### src/rtl/register_pkg.sv
// register_pkg: shared register-file sizing constants for the MiniMIPS datapath.
package register_pkg;
    localparam int DATA_WIDTH = 32;
    localparam int ADDR_WIDTH = 3;
    localparam int REG_COUNT = 8;
    localparam logic [2:0] ZERO_REG = 3'd0;
endpackage

### src/rtl/register.sv
// register: 8x32 register file, two combinational read ports, one clocked write port.
// Entry 0 is never written, so it reads as zero like MIPS $zero.
module register #(
    parameter int DATA_WIDTH = register_pkg::DATA_WIDTH,
    parameter int ADDR_WIDTH = register_pkg::ADDR_WIDTH
) (
    input  logic [ADDR_WIDTH-1:0] read_reg1,
    input  logic [ADDR_WIDTH-1:0] read_reg2,
    input  logic [ADDR_WIDTH-1:0] write_reg,
    input  logic [DATA_WIDTH-1:0] write_data,
    input  logic                  RegWrite,
    output logic [DATA_WIDTH-1:0] read_data1,
    output logic [DATA_WIDTH-1:0] read_data2,
    input  logic                  clock,
    input  logic                  reset
);
    import register_pkg::*;
    localparam int DEPTH = 2 ** ADDR_WIDTH;
    localparam logic [ADDR_WIDTH-1:0] W_ZERO = ADDR_WIDTH'(ZERO_REG);
    logic [DATA_WIDTH-1:0] r_mem [DEPTH];
    logic                  w_we;
    assign w_we = RegWrite && (write_reg != W_ZERO);
    always_ff @(posedge clock or posedge reset) begin
        if (reset) begin
            for (int i = 0; i < DEPTH; i++) r_mem[i] <= '0;
        end else if (w_we) begin
            r_mem[write_reg] <= write_data;
        end
    end
    assign read_data1 = (read_reg1 == W_ZERO) ? '0 : r_mem[read_reg1];
    assign read_data2 = (read_reg2 == W_ZERO) ? '0 : r_mem[read_reg2];
endmodule

### config.mk
export PLATFORM = sky130hd
export DESIGN_NAME = register
export DESIGN_NICKNAME = d
export VERILOG_FILES = /design/src/rtl/register_pkg.sv /design/src/rtl/register.sv
export SDC_FILE = /design/constraint.sdc
export NUM_CORES = 1
export LEC_CHECK = 0
export ABC_AREA = 1
export CAP_MARGIN = 10
export CORE_MARGIN = 4
export CORE_UTILIZATION = 40
export DETAILED_ROUTE_END_ITERATION = 6
export SLEW_MARGIN = 20
export SYNTH_ARGS = -nofsm -noshare
export SYNTH_HDL_FRONTEND = slang
export SYNTH_SLANG_ARGS = --single-unit
### constraint.sdc
create_clock -name clock -period 15.5 [get_ports clock]
set_input_delay 3.1 -clock clock [delete_from_list [all_inputs] [get_ports clock]]
set_output_delay 3.1 -clock clock [all_outputs]
set_load 0.01 [all_outputs]
==> Word-level counts from Yosys, hierarchy flattened <==
Index checks and enable logic that the tools add are counted.
{ "classes": {"order_cmp": 4, "n_mux": 11, "bitwise": 3, "reduce_logical": 5} }
{ "ops": {"columns": ["operator", "n"], "rows": [
  ["bitwise mux 256 bit", 1],
  ["2-to-1 mux 32 bit", 7],
  ["binary-select mux 32 bit (select 3 bit)", 2],
  ["demux 32 bit (select 3 bit)", 1],
  [">= comparator 4 bit, second input constant", 3],
  ["NOT 3 -> 4 bit", 3],
  ["logical NOT 3 bit", 2],
  ["less-than comparator 4 x 1 -> 1 bit, second input constant", 1],
  ["nonzero test 3 bit", 1],
  ["logical AND 1 bit", 2]
]} }
{ "word_totals": {"ff_bits": 256, "in_bits": 44, "output_inout_bits": 64, "wordCells": 31} }

==> Depth between registers and ports, before layout <==
Gate-level depths: netlist of the first run.
{ "logic_depth": {"depth_word": 6, "depth_mapped": 8, "mapped_depth_nobuf": 6} }

==> Worst setup path before layout of the first run <==
Ideal clock, no wire load.
{ "synth_path": {"path_kind": "input -> output", "start": "input read_reg2[1]", "end": "output read_data2[1]", "arrival_time_ps": 3977, "t_required_ps": 12400, "setup_slack_ps": 8423, "path_stages": 7, "path_cell_list": "inv_1 buf_2 buf_1 nand3_1 nand3_1 nand2_1 nor2_1"} }
{ "synth_via": {"elab_chain_len": 5} }
{ "synth_lines": {"columns": ["item", "line_no", "text"], "rows": [
  ["start: declaration", "register.sv:8", "input logic [ADDR_WIDTH-1:0] read_reg2,"],
  ["NOT 3 -> 4 bit (not written as such)", "register.sv:31", "assign read_data2 = (read_reg2 == W_ZERO) ? '0 : r_mem[read_reg2];"],
  ["binary-select mux 32 bit (select 3 bit)", "register.sv:31", null],
  ["2-to-1 mux 32 bit (not written as such) (2 in series)", "register.sv:31", null],
  ["2-to-1 mux 32 bit *", "register.sv:31", null],
  ["end: declaration", "register.sv:13", "output logic [DATA_WIDTH-1:0] read_data2,"]
]} }
Mark *: on every way between the ends. The rest lies on a longest branch, timed or not. The select of a mux whose other input is x is not followed.

==> Worst setup path in the final report of the first run <==
{ "layout_path": {"start": "input read_reg2[0]", "end": "output read_data2[23]"} }
Same word-level chain as after synthesis.

==> flow_summary.yaml, run 1 <==
run_status:
  outcome: "completed"
yosys:
  postSynthRegisterBits: 256
  yosys-top-cells-area: "sky130_fd_sc_hd__dfrtp_1 44%, sky130_fd_sc_hd__nand2_1 22%, sky130_fd_sc_hd__inv_1 7.6%"
  synth_warnings: 0
  seq_area_frac_synth_pct: 43.71
  synthesis.nets: 2215
  yosysTopAreaCellShare_pct: 43.71
  synth_top_cell_by_area: "sky130_fd_sc_hd__dfrtp_1"
  avgSynthCellArea_sq_um: 6.750
  syn-instance-count: 2171
  syn_area_sq_mm: 0.01466
  yosys.cell_types.count: 19
setup_path:
  path_class: "primary input to output pin"
  critical_path.endpoint_type: "output pin"
  path_buf_inv: 4
  r2r_slack_ns: 14.78
  worstPathArrival_ns: 5.84
  reg2reg_to: "r_mem[47]"
  critical_register_to_register_path_startpoint: "r_mem[47]"
  critPathSlowestCell: "sky130_fd_sc_hd__buf_4"
  timing.reg2reg.worst_path_depth: 2
  critical_path.top_delay_family: "buffers and inverters"
  critical_path_required_ns: 12.40
  worstPathCellList: "buf_4 > inv_4 > buf_4 > nand2_1 > nand3_1 > nand2_1 > nor2_1 > nor2_1 > clkdlybuf4s50_1"
  startpoint_type: "primary input"
  slowest_delay_ns: 0.74
  worstPathMaxFanout: 66
sta:
  tns_ns: 0
  report.final.setup_viol: 0
  timing.fmax_mhz: 111.8
  final.setup_skew_ns: 0
  tightest_hold_margin_ns: 0.3741
  report.final.hold_viol_count: 0
  fin_crit_ns: 8.942
  maxSlewHeadroom_pct: 31.04
  worstMarginPinSlew_ns: 1.034
  grt_setup_unrepaired: "no"
  finalCritPeriodShare_pct: 57.69
  slew_violations: 0
cts:
  cts_tree: "yes"
  cts_made_buffers: 30
  later_pin_clock_latency_in_the_skew_report_ns: 0.54
  reg_clk_slew_reported_paths_ns: 0.06
  clockRootBuffer: "sky130_fd_sc_hd__clkbuf_16"
  postCtsHoldBufs: 0
  cts-resized-gates: 0
  cts.path.max_buffers: 3
  h-tree-depth: 1
  cts.sinks: 256
  postCtsSetupBuffers: 0
cells_and_area:
  finalNetCount: 2203
  antenna-diode-count: 0
  synth_to_final_area_change_pct: 14.59
  largest_register_ffs: 256
  drive_gt1_share_pct: 4.174
  register_bank_with_the_most_flops: "r_mem"
  fillCellCount: 3604
  multi_input_area_sq_mm: 0.006387
  layout_top_registers: "r_mem (256)"
  sequential_standard_cell_area_sq_mm: 0.006406
pwr:
  reported_leakage_power_nw: 8.787
  cellPowerDensity_mw_per_mm2: 121.1
  clock_power_share_pct: 36.0
  netSwitchingFraction_pct: 30.59
  sequentialPowerShare_pct: 41.5
  max_ir_drop_vdd_v: 0.00009312
  intPower_mw: 1.412
  total_switching_power_mw: 0.6222
  pwr-share-comb_pct: 22.5
place:
  globalplace.congestion: 0.8267
  place.detailed.hpwl_microns: 25170
  place.port_buffers: 107
global_routing:
  gr-usage-all-layers_pct: 22.46
  first_pass_grt_wire_length_microns: 72110
  grt_start_max_net_pins: 111
  antenna_found_initial: 1
  via_count_of_the_first_global_routing_pass: 13190
  grt-ovfl-total: 0
route:
  avgViaCountPerCell: 5.140
  totalWireLength_microns: 44200
  route.vias.total: 13580
  firstDrtPassIters: 5
  post_route_drc_violation_count: 0
  detail-route-antenna-nets: 0
  first_iter_violations: 1052
  route.detailed.wl_per_inst_microns: 16.74
floorplanning:
  dieHeight_microns: 199.4
  die_x_microns: 199.4
  fp.dieArea_sq_mm: 0.03976
  standard_cell_core_area_sq_mm: 0.03583
  floorplan.rows: 69
  boundaryPins: 108
  initial_standard_cell_utilization_of_the_core_pct: 40.90
flow_run:
  drv_cap: 0
worst_hold_path:
  min_delay_path_depth: 0
  hold_sp: "r_mem[251]"
  min-delay-path-class: "flip-flop to flip-flop"
  hold_end: "r_mem[251]"
## area by class of cell
cell class / instances / area share, %
tap: 461 / 3.435
clock buffer: 45 / 5.469
inverter: 297 / 6.698
clock inverter: 8 / 0.7227
sequential: 256 / 38.15
timing repair buffer: 130 / 7.495
multi-input combinational: 1444 / 38.03
## per-stage QoR
stage / cells / instance area [sq um] / power, mW / setup slack, ns / util [%]
CTS: 2639 / 16740 / 2.052 / 6.466 / 46.73
global route: 2641 / 16790 / 2.169 / 6.316 / 46.87
detailed placement: 2586 / 15700 / 1.310 / 6.465 / 43.83
finish: 2641 / 16790 / 2.034 / 6.558 / 46.87
floorplan: 2171 / 14660 / 1.155 / 5.358 / -
global placement: 2586 / 15700 / 1.300 / 6.527 / 43.83
## layer usage
layer / part of all wire, % / GRT usage, % / vias up
li1: - / - / 6713
met1: 47 / 32.49 / 6328
met2: 44 / 36.21 / 460
met3: 7.1 / 3.102 / 72
met4: 1.7 / 4.931 / 2
met5: 0.027 / 0 / -
## synth_stat cells
cell,instances
sky130_fd_sc_hd__o211ai_1,108
sky130_fd_sc_hd__nand3_1,185
sky130_fd_sc_hd__clkbuf_1,80
sky130_fd_sc_hd__buf_1,21
sky130_fd_sc_hd__o21ai_0,218
sky130_fd_sc_hd__nor2_1,78
sky130_fd_sc_hd__dfrtp_1,256
sky130_fd_sc_hd__inv_2,1
sky130_fd_sc_hd__nor2_2,1
sky130_fd_sc_hd__nand2_1,840
sky130_fd_sc_hd__inv_1,296
sky130_fd_sc_hd__nor3_4,1
sky130_fd_sc_hd__nand3_2,2
sky130_fd_sc_hd__o21ai_1,6
sky130_fd_sc_hd__a21oi_2,1
sky130_fd_sc_hd__buf_2,66
sky130_fd_sc_hd__nand2_2,4
sky130_fd_sc_hd__clkbuf_2,3
sky130_fd_sc_hd__buf_4,4
## power groups by stage
| stage | combinational, mW | sequential [mW] | clock [mW] |
|---|---|---|---|
| global placement | 0.450 | 0.850 | 0 |
| finish | 0.457 | 0.843 | 0.733 |
| global route | 0.532 | 0.857 | 0.781 |
| floorplan | 0.316 | 0.839 | 0 |
| detailed placement | 0.457 | 0.853 | 0 |
| CTS | 0.460 | 0.842 | 0.751 |
## worst max-delay path by stage
stage,from,to,slack [ns],cells past startpoint
2_1_floorplan,reset,r_mem[0],5.36,1
3_3_place_gp,read_reg1[0],read_data1[17],6.53,6
3_5_place_dp,read_reg2[0],read_data2[26],6.46,8
4_1_cts,read_reg2[0],read_data2[26],6.47,8
5_1_grt,read_reg2[0],read_data2[23],6.32,9
6_report,read_reg2[0],read_data2[23],6.56,9
## layout by cell type (no fill, tap or decap), drive strengths merged
| master | n |
|---|---|
| clkinv | 4 |
| o21ai | 224 |
| a21oi | 1 |
| dfrtp | 256 |
| o211ai | 108 |
| nand2 | 844 |
| nand3 | 187 |
| bufinv | 3 |
| clkdlybuf4s50 | 101 |
| nor2 | 79 |
| nor3 | 1 |
| buf | 29 |
| clkbuf | 45 |
| clkinvlp | 1 |
| inv | 297 |
## kinds of logic after synthesis
group / after synthesis / synth area share [%]
flip-flops: 256 / 43.71
AO/OA/AOI/OAI: 333 / 13.24
buffers and inverters: 471 / 12.76
AND/OR/NAND/NOR: 1111 / 30.29
(Power assumes the default switching activity.)
==> run 2, diff against run 1 <==
==> constraint.sdc (replaced) <==
create_clock -name clock -period 8 [get_ports clock]
set_input_delay 1.6 -clock clock [delete_from_list [all_inputs] [get_ports clock]]
set_output_delay 1.6 -clock clock [all_outputs]
set_load 0.01 [all_outputs]
==> flow_summary.yaml, run 2 (same netlist as run 1, synthesis figures left out) <==
cells_and_area:
  register_bank_with_the_most_flops: "r_mem"
  synth_to_final_area_change_pct: 14.97
  finished_layout_cells: 2642
  multi_input_area_sq_mm: 0.006387
  largest_register_ffs: 256
  finalNetCount: 2203
  drive_gt1_share_pct: 4.264
  layout_top_registers: "r_mem (256)"
  final_common_cell: "sky130_fd_sc_hd__nand2_1"
  fillCellCount: 3677
  antenna-diode-count: 0
  sequential_standard_cell_area_sq_mm: 0.006406
  layout_common_cells: "840 x sky130_fd_sc_hd__nand2_1, 292 x sky130_fd_sc_hd__inv_1, 256 x sky130_fd_sc_hd__dfrtp_1"
setup_path:
  worstPathMaxFanout: 92
  worstPathArrival_ns: 4.29
  slowest_delay_ns: 0.58
  crit_path_start: "read_reg1[0]"
  critPathSlowestCell: "sky130_fd_sc_hd__inv_1"
  critical_path.endpoint_type: "output pin"
  critical_register_to_register_path_startpoint: "r_mem[185]"
  startpoint_type: "primary input"
  critical_path_required_ns: 6.40
  worstPathCellList: "buf_6 > inv_1 > a21oi_4 > buf_4 > nand2_1 > nand2_1 > clkdlybuf4s50_1"
  critical_path.top_delay_family: "buffers and inverters"
  path_class: "primary input to output pin"
  critical-path-top-cell-by-count: "sky130_fd_sc_hd__nand2_1"
  path_buf_inv: 4
pwr:
  max_ir_drop_vdd_v: 0.0001663
  reported_leakage_power_nw: 8.813
  cellPowerDensity_mw_per_mm2: 239.6
place:
  place.port_buffers: 107
  place.detailed.hpwl_microns: 25510
  preCtsSetupSlack_ns: 2.141
  dp_cells: 2588
  globalplace.congestion: 0.7967
sta:
  fin_crit_ns: 5.893
  tns_ns: 0
  timing.fmax_mhz: 169.7
  tightest_hold_margin_ns: 0.3758
  slew_violations: 0
  finalCritPeriodShare_pct: 73.66
  grt_setup_unrepaired: "no"
  report.final.hold_viol_count: 0
  report.final.setup_viol: 0
  worstMarginPinSlew_ns: 1.021
  final.setup_skew_ns: 0
  maxSlewHeadroom_pct: 31.71
  finalWorstSetupSlack_ns: 2.107
global_routing:
  gr-usage-all-layers_pct: 22.57
  via_count_of_the_first_global_routing_pass: 13070
  first_pass_grt_wire_length_microns: 72110
  antenna_found_initial: 0
  grt-ovfl-total: 0
  grt_start_max_net_pins: 124
worst_hold_path:
  hold_sp: "r_mem[224]"
  min-delay-path-class: "flip-flop to flip-flop"
floorplanning:
  dieHeight_microns: 199.4
  initial_standard_cell_utilization_of_the_core_pct: 40.90
  boundaryPins: 108
  floorplan.rows: 69
  fp.dieArea_sq_mm: 0.03976
  standard_cell_core_area_sq_mm: 0.03583
  die_x_microns: 199.4
cts:
  postCtsHoldBufs: 0
  cts.sinks: 256
  reg_clk_slew_reported_paths_ns: 0.06
  postCtsSetupBuffers: 0
  cts_tree: "yes"
  clockRootBuffer: "sky130_fd_sc_hd__clkbuf_16"
  cts_made_buffers: 30
  later_pin_clock_latency_in_the_skew_report_ns: 0.55
  cts-resized-gates: 0
  cts.path.max_buffers: 3
  h-tree-depth: 1
route:
  route.vias.total: 13640
  firstDrtPassIters: 5
  avgViaCountPerCell: 5.162
  route.detailed.wl_per_inst_microns: 17.02
  detail-route-antenna-nets: 0
  post_route_drc_violation_count: 0
  totalWireLength_microns: 44950
  first_iter_violations: 1147
run_status:
  outcome: "completed"
flow_run:
  drv_cap: 0
-- run 2: final timing paths --
kind | to | slack (ns) | depth (start not counted)
worst max-delay path | read_data1[24] | 2.11 | 7
worst min-delay path | r_mem[224] | 0.38 | 0
worst max register to register | r_mem[185] | 7.25 | 2
worst min register to register | r_mem[224] | 0.38 | 0
max in group asynchronous | r_mem[174] | 4.88 | 4
min in group asynchronous | r_mem[29] | 1.51 | 2
-- run 2: layout make-up --
| class | count | share of cell area (%) |
|---|---|---|
| multi-input cells | 1444 | 37.91 |
| well taps | 461 | 3.423 |
| inverters | 297 | 6.676 |
| flip-flops and latches | 256 | 38.02 |
| clock buffers | 46 | 5.591 |
| clock inverters | 8 | 0.9802 |
| repair buffers | 130 | 7.403 |
-- run 2: report_power, final --
| part | internal (mW) | switching, mW |
|---|---|---|
| clock | 0.963 | 0.553 |
| combinational | 0.341 | 0.546 |
| sequential | 1.51 | 0.123 |
| total | 2.81 | 1.22 |
-- run 2: worst reg2reg max path: cells and delay by family, from the launching register on --
family	cells	cell delay (ns)
AND/OR/NAND/NOR	1	0.09
AO/OA/AOI/OAI	1	0.11
flip-flops	1	0.40
-- run 2: metal layers --
layer | GRT usage, % | part of all wire, %
met5 | 0 | 0
met4 | 4.830 | 2.1
met3 | 2.360 | 5.8
met2 | 37.18 | 45
met1 | 32.51 | 47
-- run 2: per-stage QoR --
step	utilization (%)	total power, mW	instance area, sq um
after CTS	47.02	4.070	16850
after floorplan	-	2.238	14660
after global routing	47.03	4.282	16850
final	47.03	4.038	16850
after global placement	43.93	2.523	15740
after detailed placement	43.93	2.542	15740
